==> config.mk <==
export PLATFORM = sky130hd
export DESIGN_NAME = scope_dec_avg_sat_flat
export DESIGN_NICKNAME = d
export VERILOG_FILES = /design/src/rtl/scope_dec_avg_sat_if.sv /design/src/rtl/scope_dec_avg_sat.sv /design/src/flat_wrapper.sv
export SDC_FILE = /design/constraint.sdc
export NUM_CORES = 1
export LEC_CHECK = 0
export ABC_CLOCK_PERIOD_IN_PS = 9550
export BUFFER_PORTS_ARGS = -buffer_cell sky130_fd_sc_hd__buf_4
export CAP_MARGIN = 20
export CORE_ASPECT_RATIO = 0.75
export CORE_UTILIZATION = 45
export CTS_CLUSTER_SIZE = 40
export DETAILED_ROUTE_END_ITERATION = 8
export HOLD_SLACK_MARGIN = 0.1
export PLACE_DENSITY_LB_ADDON = 0.05
export SLEW_MARGIN = 0
export SYNTH_ARGS = -nofsm -noshare
export SYNTH_HDL_FRONTEND = slang
export SYNTH_SLANG_ARGS = --single-unit
export TNS_END_PERCENT = 100
==> constraint.sdc <==
create_clock -name ACLK -period 9.55 [get_ports ACLK]
set_input_delay 1.91 -clock ACLK [delete_from_list [all_inputs] [get_ports ACLK]]
set_output_delay 1.91 -clock ACLK [all_outputs]
set_load 0.05 [all_outputs]
==> src/rtl/scope_dec_avg_sat_if.sv <==
// rtl/scope_dec_avg_sat_if.sv - valid/ready sample stream bundle
interface scope_dec_avg_sat_if #(
    parameter int W = 16
);
    logic [W-1:0] TDATA;
    logic         TVALID;
    logic         TREADY;

    modport master (output TDATA, output TVALID, input TREADY);
    modport slave  (input TDATA, input TVALID, output TREADY);
endinterface

==> src/rtl/scope_dec_avg_sat.sv <==
// rtl/scope_dec_avg_sat.sv - decimator emitting block average or last sample, saturated
module scope_dec_avg_sat #(
    parameter int DWI = 16,
    parameter int DWO = 16,
    parameter int CW  = 17,
    parameter int SW  = 5
) (
    input  logic                 ACLK,
    input  logic                 ctl_rst,
    input  logic                 cfg_avg,
    input  logic [CW-1:0]        cfg_dec,
    input  logic [SW-1:0]        cfg_shr,
    scope_dec_avg_sat_if.slave   sti,
    scope_dec_avg_sat_if.master  sto
);
    localparam int AW = DWI + CW;
    localparam logic signed [AW-1:0] SMAX = {{(AW-DWO+1){1'b0}}, {(DWO-1){1'b1}}};
    localparam logic signed [AW-1:0] SMIN = ~SMAX;

    logic [CW-1:0]        r_cnt;
    logic signed [AW-1:0] r_acc;
    logic [DWO-1:0]       r_data;
    logic                 r_valid;

    logic                 w_in_xfer;
    logic [CW-1:0]        w_d;
    logic                 w_last;
    logic signed [AW-1:0] w_x;
    logic signed [AW-1:0] w_sum;
    logic [SW-1:0]        w_shr;
    logic signed [AW-1:0] w_y;
    logic [DWO-1:0]       w_sat;

    assign sti.TREADY = sto.TREADY | ~r_valid;
    assign sto.TDATA  = r_data;
    assign sto.TVALID = r_valid;

    assign w_in_xfer = sti.TVALID & sti.TREADY;
    assign w_d       = (cfg_dec == '0) ? CW'(1) : cfg_dec;
    // >= lets a shrunken factor close an already-long block on the next sample
    assign w_last    = (r_cnt >= w_d - CW'(1));
    assign w_x       = {{CW{sti.TDATA[DWI-1]}}, sti.TDATA};
    assign w_sum     = (r_cnt == '0) ? w_x : r_acc + w_x;
    assign w_shr     = (cfg_shr > SW'(CW)) ? SW'(CW) : cfg_shr;
    assign w_y       = cfg_avg ? (w_sum >>> w_shr) : w_x;
    assign w_sat     = (w_y > SMAX) ? SMAX[DWO-1:0] :
                       (w_y < SMIN) ? SMIN[DWO-1:0] : w_y[DWO-1:0];

    always_ff @(posedge ACLK) begin
        if (ctl_rst) begin
            r_cnt   <= '0;
            r_acc   <= '0;
            r_data  <= '0;
            r_valid <= 1'b0;
        end else begin
            if (w_in_xfer) begin
                r_acc <= w_sum;
                r_cnt <= w_last ? '0 : r_cnt + CW'(1);
            end
            if (w_in_xfer && w_last) begin
                r_data  <= w_sat;
                r_valid <= 1'b1;
            end else if (sto.TREADY) begin
                r_valid <= 1'b0;
            end
        end
    end
endmodule

==> src/flat_wrapper.sv <==
// flat-port wrapper written by rule: the top's interface ports become plain ports
module scope_dec_avg_sat_flat 
#(
    parameter int DWI = 16,
    parameter int DWO = 16,
    parameter int CW  = 17,
    parameter int SW  = 5
)
  (ACLK, ctl_rst, cfg_avg, cfg_dec, cfg_shr, sti_TDATA, sti_TVALID, sti_TREADY, sto_TDATA, sto_TVALID, sto_TREADY);
  scope_dec_avg_sat_if #(.W(16)) sti_i ();
  scope_dec_avg_sat_if #(.W(16)) sto_i ();
  input  logic ACLK;
  input  logic ctl_rst;
  input  logic cfg_avg;
  input  logic [CW-1:0] cfg_dec;
  input  logic [SW-1:0] cfg_shr;
  input wire logic [$bits(sti_i.TDATA)-1:0] sti_TDATA;
  input wire logic [$bits(sti_i.TVALID)-1:0] sti_TVALID;
  output wire logic [$bits(sti_i.TREADY)-1:0] sti_TREADY;
  output wire logic [$bits(sto_i.TDATA)-1:0] sto_TDATA;
  output wire logic [$bits(sto_i.TVALID)-1:0] sto_TVALID;
  input wire logic [$bits(sto_i.TREADY)-1:0] sto_TREADY;
  assign sti_i.TDATA = sti_TDATA;
  assign sti_i.TVALID = sti_TVALID;
  assign sti_TREADY = sti_i.TREADY;
  assign sto_TDATA = sto_i.TDATA;
  assign sto_TVALID = sto_i.TVALID;
  assign sto_i.TREADY = sto_TREADY;
  scope_dec_avg_sat #(.DWI(DWI), .DWO(DWO), .CW(CW), .SW(SW)) u_core (.ACLK(ACLK), .ctl_rst(ctl_rst), .cfg_avg(cfg_avg), .cfg_dec(cfg_dec), .cfg_shr(cfg_shr), .sti(sti_i), .sto(sto_i));
endmodule
==> results.md, run 1 <==
- FF-to-FF path depth: 15
- Outcome: finished clean
- CP max-delay cell: or4_4
- 1st-iter DRT viols: 1094
- Std cell rows: 43
- Worst reg2reg path endpoint: u_core.sto.TDATA[12]$_SDFFE_PP0P_
- Placement Setup Slack: 1.78 ns
- Antenna violations before repair: 0
- Period minus WS final: approximately 7.4 ns
- Layout cells sized above 1: 14.0%
- Top_reg_cell synth: dfxtp_1
- Worst Tran Pin Value: 1.00 ns
- Post-Synthesis Cell Area: 8720 sq um
- Port buffer count: 60
- Vias in the first global route: 8674
- Detailed Route WL: 32800 um
- Reg2reg start: u_core.r_acc[0]$_SDFFE_PP0P_
- Final Cell Area: 9460 sq um
- Avg WL per Cell: 22.3 um
- Die H: 123 um
- CTS resizes: 0
- Critical path endpoint: u_core.sto.TDATA[4]$_SDFFE_PP0P_
- Cell Area, Placed: between 9000 and 10000 sq um
- Crit Path Max Fanout: 11
- Placed Cells: 1452
- Worst min path class: register to register
- Post-synthesis adder-cell area fraction: 7.69%
- Static Leak: between 3 and 4 nW
- Dpl hpwl: roughly 25000 um
- Register area: 1340 sq um
- Final period util: 77.6%
- Met3 Resource Use GR: 9.73%
- Worst setup path start: cfg_dec[1]
- RD Place Congestion: 0.966
- M2 GR Usage: 44.5%
- Synth Warn #: 0
- DR vias/cell: 6.61
- Post-Route Utilization: 50.5%
- Multiplexer share of the synthesized area: 5.03%
- Sum Neg Setup Slack: 0 ns
- Die width: 163 um
- 1st-pass router iterations: 5
- Die ar.: between 15000 and 20000 sq um
- Gr ovfl total: 0
- Area Growth Syn to Fin: 8.48%
- Avg Synthesized Cell Area: 7.17 sq um
- Internal reg-to-reg setup slack: between 4 and 5 ns
- Starting Density: 46.6%
- Max Clock Skew: 0.00963 ns
- Max_cap viols: 0
- Met1 Track Usage GR: 50.2%
- Vias: ~9700
- Postcts setup bufs: 0
- Most used cell, CP: or3_1
- Max VDD drop: just over 0.00008 V
- Final Hold Fails: 0
- Data required, critical path: 9.75 ns
- Post-synth cell types: 93
- Post-synthesis compound-gate area fraction: roughly 36%
- Worst hold margin: 0.459 ns
- Post-DRT Antenna Nets: 0
- Clk sinks: 67
- Net Count, Synth: approximately 1300
- CTS H-tree lvls: 3
- Non-filler instance count after layout: 1468
- Power Dens Cells: about 140 nW/um^2
- CP Capture Type: register
- Tot Pwr: roughly 1.3 mW
- First-pass GRT wire length: between 50000 and 60000 um
- Worst-Skew Late Latency: 0.35 ns
- CTS Hold Bufs: 0
- Post-synth EDFFs: 0
- # setup viols final: 0
- Maximum buffer depth of the clock tree: 2
- Slew Viols, Final: 0
- Largest net degree at the start of global routing: 60
- Final #Nets: between 1000 and 1500
- CTS buffer count: 9
- N_diodes: 0
- RSZ-0062 raised after global routing: false
- Synth area leader: dfxtp_1
- CORE AREA: ~19000 sq um
- Post-synth ARST share: 0%
- Largest family of logic cells by synthesized area: compound AO/OA/AOI/OAI gates
- Post-synthesis sequential area ratio: 15.4%
- Fmax: 135 MHz
- Slew HR: 33.1%
- Dominant cells by area after synthesis: dfxtp_1 (15%), ha_1 (7.5%), nand2_1 (6.5%)
- WS Path Type: input port to register
- Root Buffer: clkbuf_16
- TritonCTS clock tree: done
- Busiest grt layer: met1
- IO Pins: 61
- Share of the synthesized area in the top cell type: around 15%
- Cells after Synth: 1216
- DRC violations left: 0
- Simple-gate share of the synthesized area: 24.9%
- Yosys reg bits: 67
- Area of the multi-input gates: approximately 6900 sq um
- Setup ws final: 2.14 ns
- XOR/XNOR Fraction of Synth Area: 5.41%
- Worst-path clk slew: 0.06 ns
- CP Data Arrival Time: 7.61 ns
- CP peak stage delay: 0.65 ns
- Total Routing Usage GR: between 30% and 40%
- Fill cells: 1895
- Crit start category: input port
==> report_power, final <==
group,total [mW],switching (mW),internal (mW)
logic,0.666,0.445,0.221
clock network,0.329,0.151,0.177
registers,0.304,0.00989,0.294
==> sequential cells by signal (all words and copies together) (netlist names) <==
register / flops
u_core.sto.TVALID: 1
u_core.r_cnt: 17
u_core.sto.TDATA: 16
u_core.r_acc: 33
==> cell usage in the layout, fill, tap and decap left out, drive strengths merged, types with 6 or more instances in the layout <==
| cell type | netlist | layout |
|---|---|---|
| or2 | 9 | 9 |
| nand3 | 31 | 31 |
| and4 | 7 | 7 |
| o211ai | 31 | 31 |
| xnor2 | 31 | 31 |
| nand4 | 20 | 20 |
| o31ai | 10 | 10 |
| a211o | 11 | 11 |
| nor4 | 14 | 14 |
| o21ai | 75 | 75 |
| a211oi | 41 | 41 |
| buf | 36 | 72 |
| nor3 | 30 | 30 |
| o22ai | 17 | 17 |
| mux2 | 7 | 7 |
| o2111ai | 6 | 6 |
| and3 | 15 | 15 |
| o221ai | 6 | 6 |
| o21bai | 10 | 10 |
| a221oi | 7 | 7 |
| a31oi | 21 | 21 |
| a21oi | 109 | 109 |
| a221o | 6 | 6 |
| xor2 | 22 | 22 |
| ha | 52 | 52 |
| o21a | 10 | 10 |
| nand2 | 152 | 152 |
| dfxtp | 67 | 67 |
| a21o | 16 | 16 |
| mux2i | 27 | 27 |
| or3 | 16 | 16 |
| nor2 | 139 | 139 |
| inv | 27 | 29 |
| clkbuf | 47 | 9 |
| and2 | 10 | 10 |
==> layout make-up <==
class / instances / area share, %
flip-flops and latches: 67 / 14.2
multi-input cells: 1039 / 72.9
repair buffers: 72 / 5.71
clock inverters: 7 / 0.542
clock buffers: 9 / 2.38
well taps: 247 / 3.27
inverters: 27 / 1.07
==> per-layer routing <==
layer  routed length, um  up-vias  part of all wire (%)
li1                    -     4584                     -
met1               15800     4566                    48
met2               12500      503                    38
met3                3880       50                    12
met4                 565        0                   1.7
met5                   0        -                     0
==> how the worst min path moves through the flow <==
stage                                           start                                end  cells past startpoint
floorplan               u_core.r_acc[25]$_SDFFE_PP0P_      u_core.r_acc[25]$_SDFFE_PP0P_                      2
global placement    u_core.sto.TDATA[15]$_SDFFE_PP0P_  u_core.sto.TDATA[15]$_SDFFE_PP0P_                      2
detailed placement  u_core.sto.TDATA[15]$_SDFFE_PP0P_  u_core.sto.TDATA[15]$_SDFFE_PP0P_                      2
CTS                 u_core.sto.TDATA[15]$_SDFFE_PP0P_  u_core.sto.TDATA[15]$_SDFFE_PP0P_                      2
global route        u_core.sto.TDATA[15]$_SDFFE_PP0P_  u_core.sto.TDATA[15]$_SDFFE_PP0P_                      2
finish              u_core.sto.TDATA[15]$_SDFFE_PP0P_  u_core.sto.TDATA[15]$_SDFFE_PP0P_                      2
==> cell families (layout without fill, tap and decap cells) <==
family,Yosys count,count (layout)
buf+inv,110,115
flops,67,67
compound gates,431,431
xor+xnor,53,53
simple gates,464,464
fa+ha+maj,53,53
mux,38,38
==> synthesized netlist by cell type (6+ instances only) <==
cell / n
mux2_2: 7
mux2i_1: 27
nor4_1: 13
clkbuf_1: 47
o21ai_2: 9
nand3_1: 31
nor2_1: 138
xor2_1: 21
o22ai_1: 12
o21a_1: 10
o31ai_1: 9
o2111ai_1: 6
a211o_1: 11
and2_1: 10
and4_1: 7
buf_2: 11
a211oi_1: 35
o211ai_2: 13
o21ai_1: 16
or2_2: 8
a21o_1: 15
o221ai_1: 6
a21oi_1: 105
a221o_1: 6
ha_1: 52
inv_1: 27
nor3_1: 30
buf_1: 11
o211ai_1: 18
o21ai_0: 49
dfxtp_1: 67
buf_4: 10
or3_1: 16
a31oi_1: 19
xnor2_1: 31
and3_1: 15
nand2_1: 150
nand4_1: 19
o21bai_1: 10
==> critical path: cells and delay by family <==
family	cells	cell delay [ns]
buffers and inverters	3	0.51
AND/OR/NAND/NOR	12	2.75
adder cells (fa/ha/maj)	2	0.52
AO/OA/AOI/OAI	9	1.82
XOR/XNOR	1	0.12
No activity file was read; power rests on OpenSTA's default activity.
==> inputs of run 2 (changes only) <==
- ABC_CLOCK_PERIOD_IN_PS: 9550 -> 7290
- clock period: 9.55 -> 7.29 ns (I/O delays scaled with it)
==> results.md, run 2 (synthesis gave the netlist of run 1 again) <==
- Die width: 163 um
- N_diodes: 0
- Dpl hpwl: roughly 25000 um
- Vias: 9869
- Starting Density: 46.6%
- DRC violations left: 0
- Worst hold margin: 0.454 ns
- Antenna violations before repair: 0
- Worst setup path start: cfg_dec[1]
- Final #Nets: 1328
- Worst min path class: register to register
- Die H: between 100 and 150 um
- # setup viols final: 0
- Crit Path Max Fanout: 8
- Root Buffer: clkbuf_16
- Total Routing Usage GR: 33.6%
- Placement Setup Slack: -0.0696 ns
- Detailed Route WL: 33200 um
- Die ar.: 20000 sq um
- DR vias/cell: roughly 6.7
- Max FFs per register: 33
- First-pass GRT wire length: ~52000 um
- Slew Viols, Final: 0
- Std cell rows: 43
- Leading cell type in the layout, fill and taps excluded: nand2_1
- Max VDD drop: approximately 0.00009 V
- Port buffer count: 60
- Max_cap viols: 0
- Layout cells sized above 1: 15.2%
- Final Hold Fails: 0
- Static Leak: 3.74 nW
- Most frequent cells in the layout: nand2_1 (150), nor2_1 (137), a21oi_1 (105)
- CORE AREA: 18700 sq um
- Reg2reg start: u_core.r_cnt[0]$_SDFFE_PP0P_
- CTS H-tree lvls: 3
- FF-to-FF path depth: 15
- 1st-pass router iterations: 8
- Slew HR: between 30% and 40%
- Worst-path clk slew: approximately 0.060 ns
- Internal reg-to-reg setup slack: 1.90 ns
- Largest register by flop count: u_core.r_acc
- TritonCTS clock tree: done
- Largest net degree at the start of global routing: 60
- IO Pins: between 60 and 70
- Post-DRT Antenna Nets: 0
- Gr ovfl total: 0
- 1st-iter DRT viols: 1131
- Setup ws final: about 0.43 ns
- WS Path Type: input port to register
- CP Capture Type: register
- Avg WL per Cell: 22.4 um
- Fmax: 146 MHz
- CP Data Arrival Time: 7.09 ns
- Final Cell Area: between 9000 and 10000 sq um
- Non-filler instance count after layout: 1484
- Crit start category: input port
- Worst reg2reg path endpoint: u_core.sto.TDATA[2]$_SDFFE_PP0P_
- CTS buffer count: 9
- Cell Area, Placed: between 9000 and 10000 sq um
- Clk sinks: 67
- Placed Cells: about 1500
- Critical path endpoint: u_core.sto.TDATA[6]$_SDFFE_PP0P_
- Outcome: finished clean
- Worst Tran Pin Value: 1.05 ns
- Power Dens Cells: 179 nW/um^2
- RD Place Congestion: 0.998
- RSZ-0062 raised after global routing: false
- Worst-Skew Late Latency: 0.36 ns
- Maximum buffer depth of the clock tree: 2
- Vias in the first global route: 8684
- Max Clock Skew: 0.0107 ns
- Period minus WS final: 6.86 ns
- Final period util: 94.1%
- Area Growth Syn to Fin: 10.0%
- Data required, critical path: 7.52 ns
[run 2: cell count changes in the layout (fill, tap and decap cells not counted)]
cell | previous run | this run
buf_4 | 72 | 88
nor4_4 | 0 | 1
nor4_1 | 13 | 12
[run 2: timing repair]
action                                  in CTS  in global routing
hold buffers                                 0                  0
resized for setup                            0                  2
buffers inserted                             0                  4
endpoints found under the setup margin       0                 15
hold endpoints to repair                     0                  0
[run 2: cell type report]
type                       instances  area, sq um
fill                            1946         9120
multi-input combinational       1039         6910
sequential                        67         1340
timing repair buffer              88          661
tap                              247          309
clock buffer                       9          225
inverter                          27          101
clock inverter                     7         51.3
[run 2: how the worst min path moves through the flow]
stage / from / end / slack, ns / cells after the start
after floorplan: u_core.r_acc[25]$_SDFFE_PP0P_ / u_core.r_acc[25]$_SDFFE_PP0P_ / 0.44 / 2
after global placement: u_core.r_acc[2]$_SDFFE_PP0P_ / u_core.r_acc[2]$_SDFFE_PP0P_ / 0.45 / 2
after detailed placement: u_core.sto.TDATA[15]$_SDFFE_PP0P_ / u_core.sto.TDATA[15]$_SDFFE_PP0P_ / 0.45 / 2
after CTS: u_core.sto.TDATA[15]$_SDFFE_PP0P_ / u_core.sto.TDATA[15]$_SDFFE_PP0P_ / 0.46 / 2
after global routing: u_core.sto.TDATA[15]$_SDFFE_PP0P_ / u_core.sto.TDATA[15]$_SDFFE_PP0P_ / 0.49 / 2
final: u_core.sto.TDATA[15]$_SDFFE_PP0P_ / u_core.sto.TDATA[15]$_SDFFE_PP0P_ / 0.45 / 2
[run 2: power breakdown]
group,total (mW),switching (mW),internal [mW]
sequential,0.399,0.0131,0.385
clock,0.428,0.196,0.232
combinational,0.891,0.589,0.302
[run 2: routing by layer]
metal | up-vias | global-route usage [%] | routed length (um)
li1 | 4635 | - | -
met5 | - | 0 | 0
met1 | 4702 | 52.8 | 16000
met3 | 29 | 7.23 | 3800
met2 | 503 | 45.5 | 13000
met4 | 0 | 6.66 | 362
[run 2: critical path, cell delays in order]
cell       delay, ns
buf_4           0.11
or3_1           0.39
or3_1           0.35
or3_1           0.40
nor4_4          0.25
buf_4           0.16
nor2_1          0.05
ha_1            0.21
nand2_1         0.10
or3_1           0.14
nor3_1          0.09
nand2_1         0.11
nor3_1          0.06
xnor2_1         0.12
ha_1            0.32
and4_1          0.17
a31oi_1         0.07
a21boi_0        0.15
o21ai_0         0.14
a311o_1         0.32
o41ai_1         0.26
buf_4           0.22
o2111ai_1       0.13
a2111o_1        0.33
or4_4           0.55
o21ai_4         0.29
o22ai_2         0.13
[run 2: per-stage QoR]
stage                     TNS, ns  utilization, %  total power [mW]
after global routing            0            51.3              1.81
after global placement          0            49.6              1.26
final                           0            51.3              1.72
after floorplan                 0               -              1.01
after CTS                       0            51.0              1.70
after detailed placement   -0.309            49.6              1.26
==> inputs of run 3 (changes only) <==
- REMOVE_ABC_BUFFERS: default -> 1
==> results.md, run 3 (synthesis gave the netlist of run 1 again) <==
- Outcome: finished clean
- Crit Path Max Fanout: 11
- RSZ-0062 raised after global routing: false
- # setup viols final: 0
- Die H: 123 um
- Total Routing Usage GR: approximately a third
- Clock power share: 27.6%
- Post-DRT Antenna Nets: 0
- Die ar.: between 15000 and 20000 sq um
- IO Pins: 61
- Detailed Route WL: 33700 um
- Root Buffer: clkbuf_16
- 1st-iter DRT viols: about 1200
- CP Capture Type: register
- Power Dens Cells: 186 nW/um^2
- Vias: 9839
- WS Path Type: input port to register
- Dpl hpwl: roughly 26000 um
- Clk sinks: 67
- Fmax: between 100 and 150 MHz
- Slew HR: 47.7%
- Period minus WS final: 6.98 ns
- CTS H-tree lvls: 3
- Tot Pwr: 1.80 mW
- Fill cells: between 1500 and 2000
- Avg WL per Cell: roughly 23 um
- 1st-pass router iterations: 6
- RD Place Congestion: 1.01
- DRC violations left: 0
- Vias in the first global route: 8606
- CP max-delay cell: or4_4
- Internal reg-to-reg setup slack: 2.08 ns
- Worst-Skew Late Latency: 0.35 ns
- CORE AREA: 18700 sq um
- Max FFs per register: 33
- Worst reg2reg path endpoint: u_core.sto.TDATA[9]$_SDFFE_PP0P_
- Worst hold margin: approximately 0.46 ns
- Internal Power: 0.995 mW
- Most used cell, CP: or3_1
- DR vias/cell: 6.63
- CTS Hold Bufs: 0
- Hold_sp: u_core.r_acc[2]$_SDFFE_PP0P_
- Maximum buffer depth of the clock tree: 2
- Area Growth Syn to Fin: 10.8%
- Sw Ratio: 44.8%
- Sequential share of power: 22.2%
- Largest register by flop count: u_core.r_acc
- Hold path cells: 2
- TritonCTS clock tree: done
- Std cell rows: 43
- FF-to-FF path depth: 15
- Max Clock Skew: 0.0103 ns
- Layout cells sized above 1: 15.3%
- Gr ovfl total: 0
- Largest net degree at the start of global routing: 60
- Antenna violations before repair: 0
- CTS buffer count: 9
- Leading cell type in the layout, fill and taps excluded: nand2_1
- Data required, critical path: 7.51 ns
- Port buffer count: 60
- NetSw: 0.806 mW
- Reg2reg start: u_core.r_acc[0]$_SDFFE_PP0P_
- Worst Tran Pin Value: 0.765 ns
- Final Hold Fails: 0
- Final period util: 95.7%
- Worst-path clk slew: roughly 0.06 ns
- Placed Cells: 1469
- Non-filler instance count after layout: ~1500
- Max_cap viols: 0
- N_diodes: 0
- Final #Nets: ~1300
- Hold endpoint: u_core.r_acc[2]$_SDFFE_PP0P_
- Starting Density: 46.6%
- First-pass GRT wire length: 51800 um
- Worst min path class: register to register
- Crit start category: input port
- CP Data Arrival Time: 7.20 ns
- Max VDD drop: 0.000125 V
- Slew Viols, Final: 0
- Static Leak: about 3.8 nW
- Gate power share: about half
- Most frequent cells in the layout: nand2_1 (150), nor2_1 (137), a21oi_1 (105)
- CP peak stage delay: just over 0.6 ns
- Die width: 163 um
[run 3: metrics by stage]
stage | setup TNS, ns | util [%] | setup WS, ns | area, sq um
after floorplan | 0 | - | 0.0502 | 8330
after global placement | -0.630 | 49.8 | -0.127 | 9320
after detailed placement | -2.56 | 49.8 | -0.266 | 9320
after CTS | 0 | 51.5 | 0.0739 | 9640
after global routing | 0 | 51.6 | 0.00979 | 9660
final | 0 | 51.6 | 0.312 | 9660
[run 3: repair_timing]
item | CTS | global route
resized for setup | 0 | 3
endpoints found under the setup margin | 0 | 15
buffers inserted | 0 | 0
endpoints found under the hold margin | 0 | 0
[run 3: layout make-up]
class	instances	area, sq um	area share [%]
clock buffer	9	225	2.33
clock inverter	7	100	1.04
inverter	27	101	1.05
multi-input combinational	1039	6920	71.6
sequential	67	1340	13.9
tap	247	309	3.20
timing repair buffer	89	668	6.91
[run 3: worst max-delay path, delay by kind of cell]
kind / cells / cell delay [ns]
and+or+nand+nor: 12 / 2.89
AOI/OAI and AO/OA: 9 / 1.86
xor gates and xnor gates: 1 / 0.12
adders and majority gates: 2 / 0.56
buffers and inverters: 2 / 0.29
[run 3: how the worst max path moves through the flow]
stage	slack [ns]	end	start	cells after the start
6_report	0.31	u_core.sto.TDATA[9]$_SDFFE_PP0P_	cfg_dec[1]	26
3_5_place_dp	-0.27	u_core.sto.TDATA[9]$_SDFFE_PP0P_	cfg_dec[1]	26
3_3_place_gp	-0.13	u_core.sto.TDATA[10]$_SDFFE_PP0P_	cfg_dec[1]	26
2_1_floorplan	0.05	u_core.sto.TDATA[10]$_SDFFE_PP0P_	cfg_dec[1]	23
5_1_grt	0.01	u_core.sto.TDATA[9]$_SDFFE_PP0P_	cfg_dec[1]	26
4_1_cts	0.07	u_core.sto.TDATA[9]$_SDFFE_PP0P_	cfg_dec[1]	26
[run 3: metal layers]
metal  part of all wire, %  vias up  GRT usage, %
met4                   1.3        0          6.31
met3                    12       32          9.02
li1                      -     4613             -
met5                     0        -             0
met1                    49     4681          53.5
met2                    38      513          44.8
[run 3: power by group through the flow]
stage / clock (mW) / combinational (mW) / sequential, mW
after floorplan: 0 / 0.574 / 0.403
after global placement: 0 / 0.867 / 0.407
after detailed placement: 0 / 0.864 / 0.407
after CTS: 0.505 / 0.870 / 0.399
after global routing: 0.517 / 0.968 / 0.402
final: 0.497 / 0.904 / 0.399
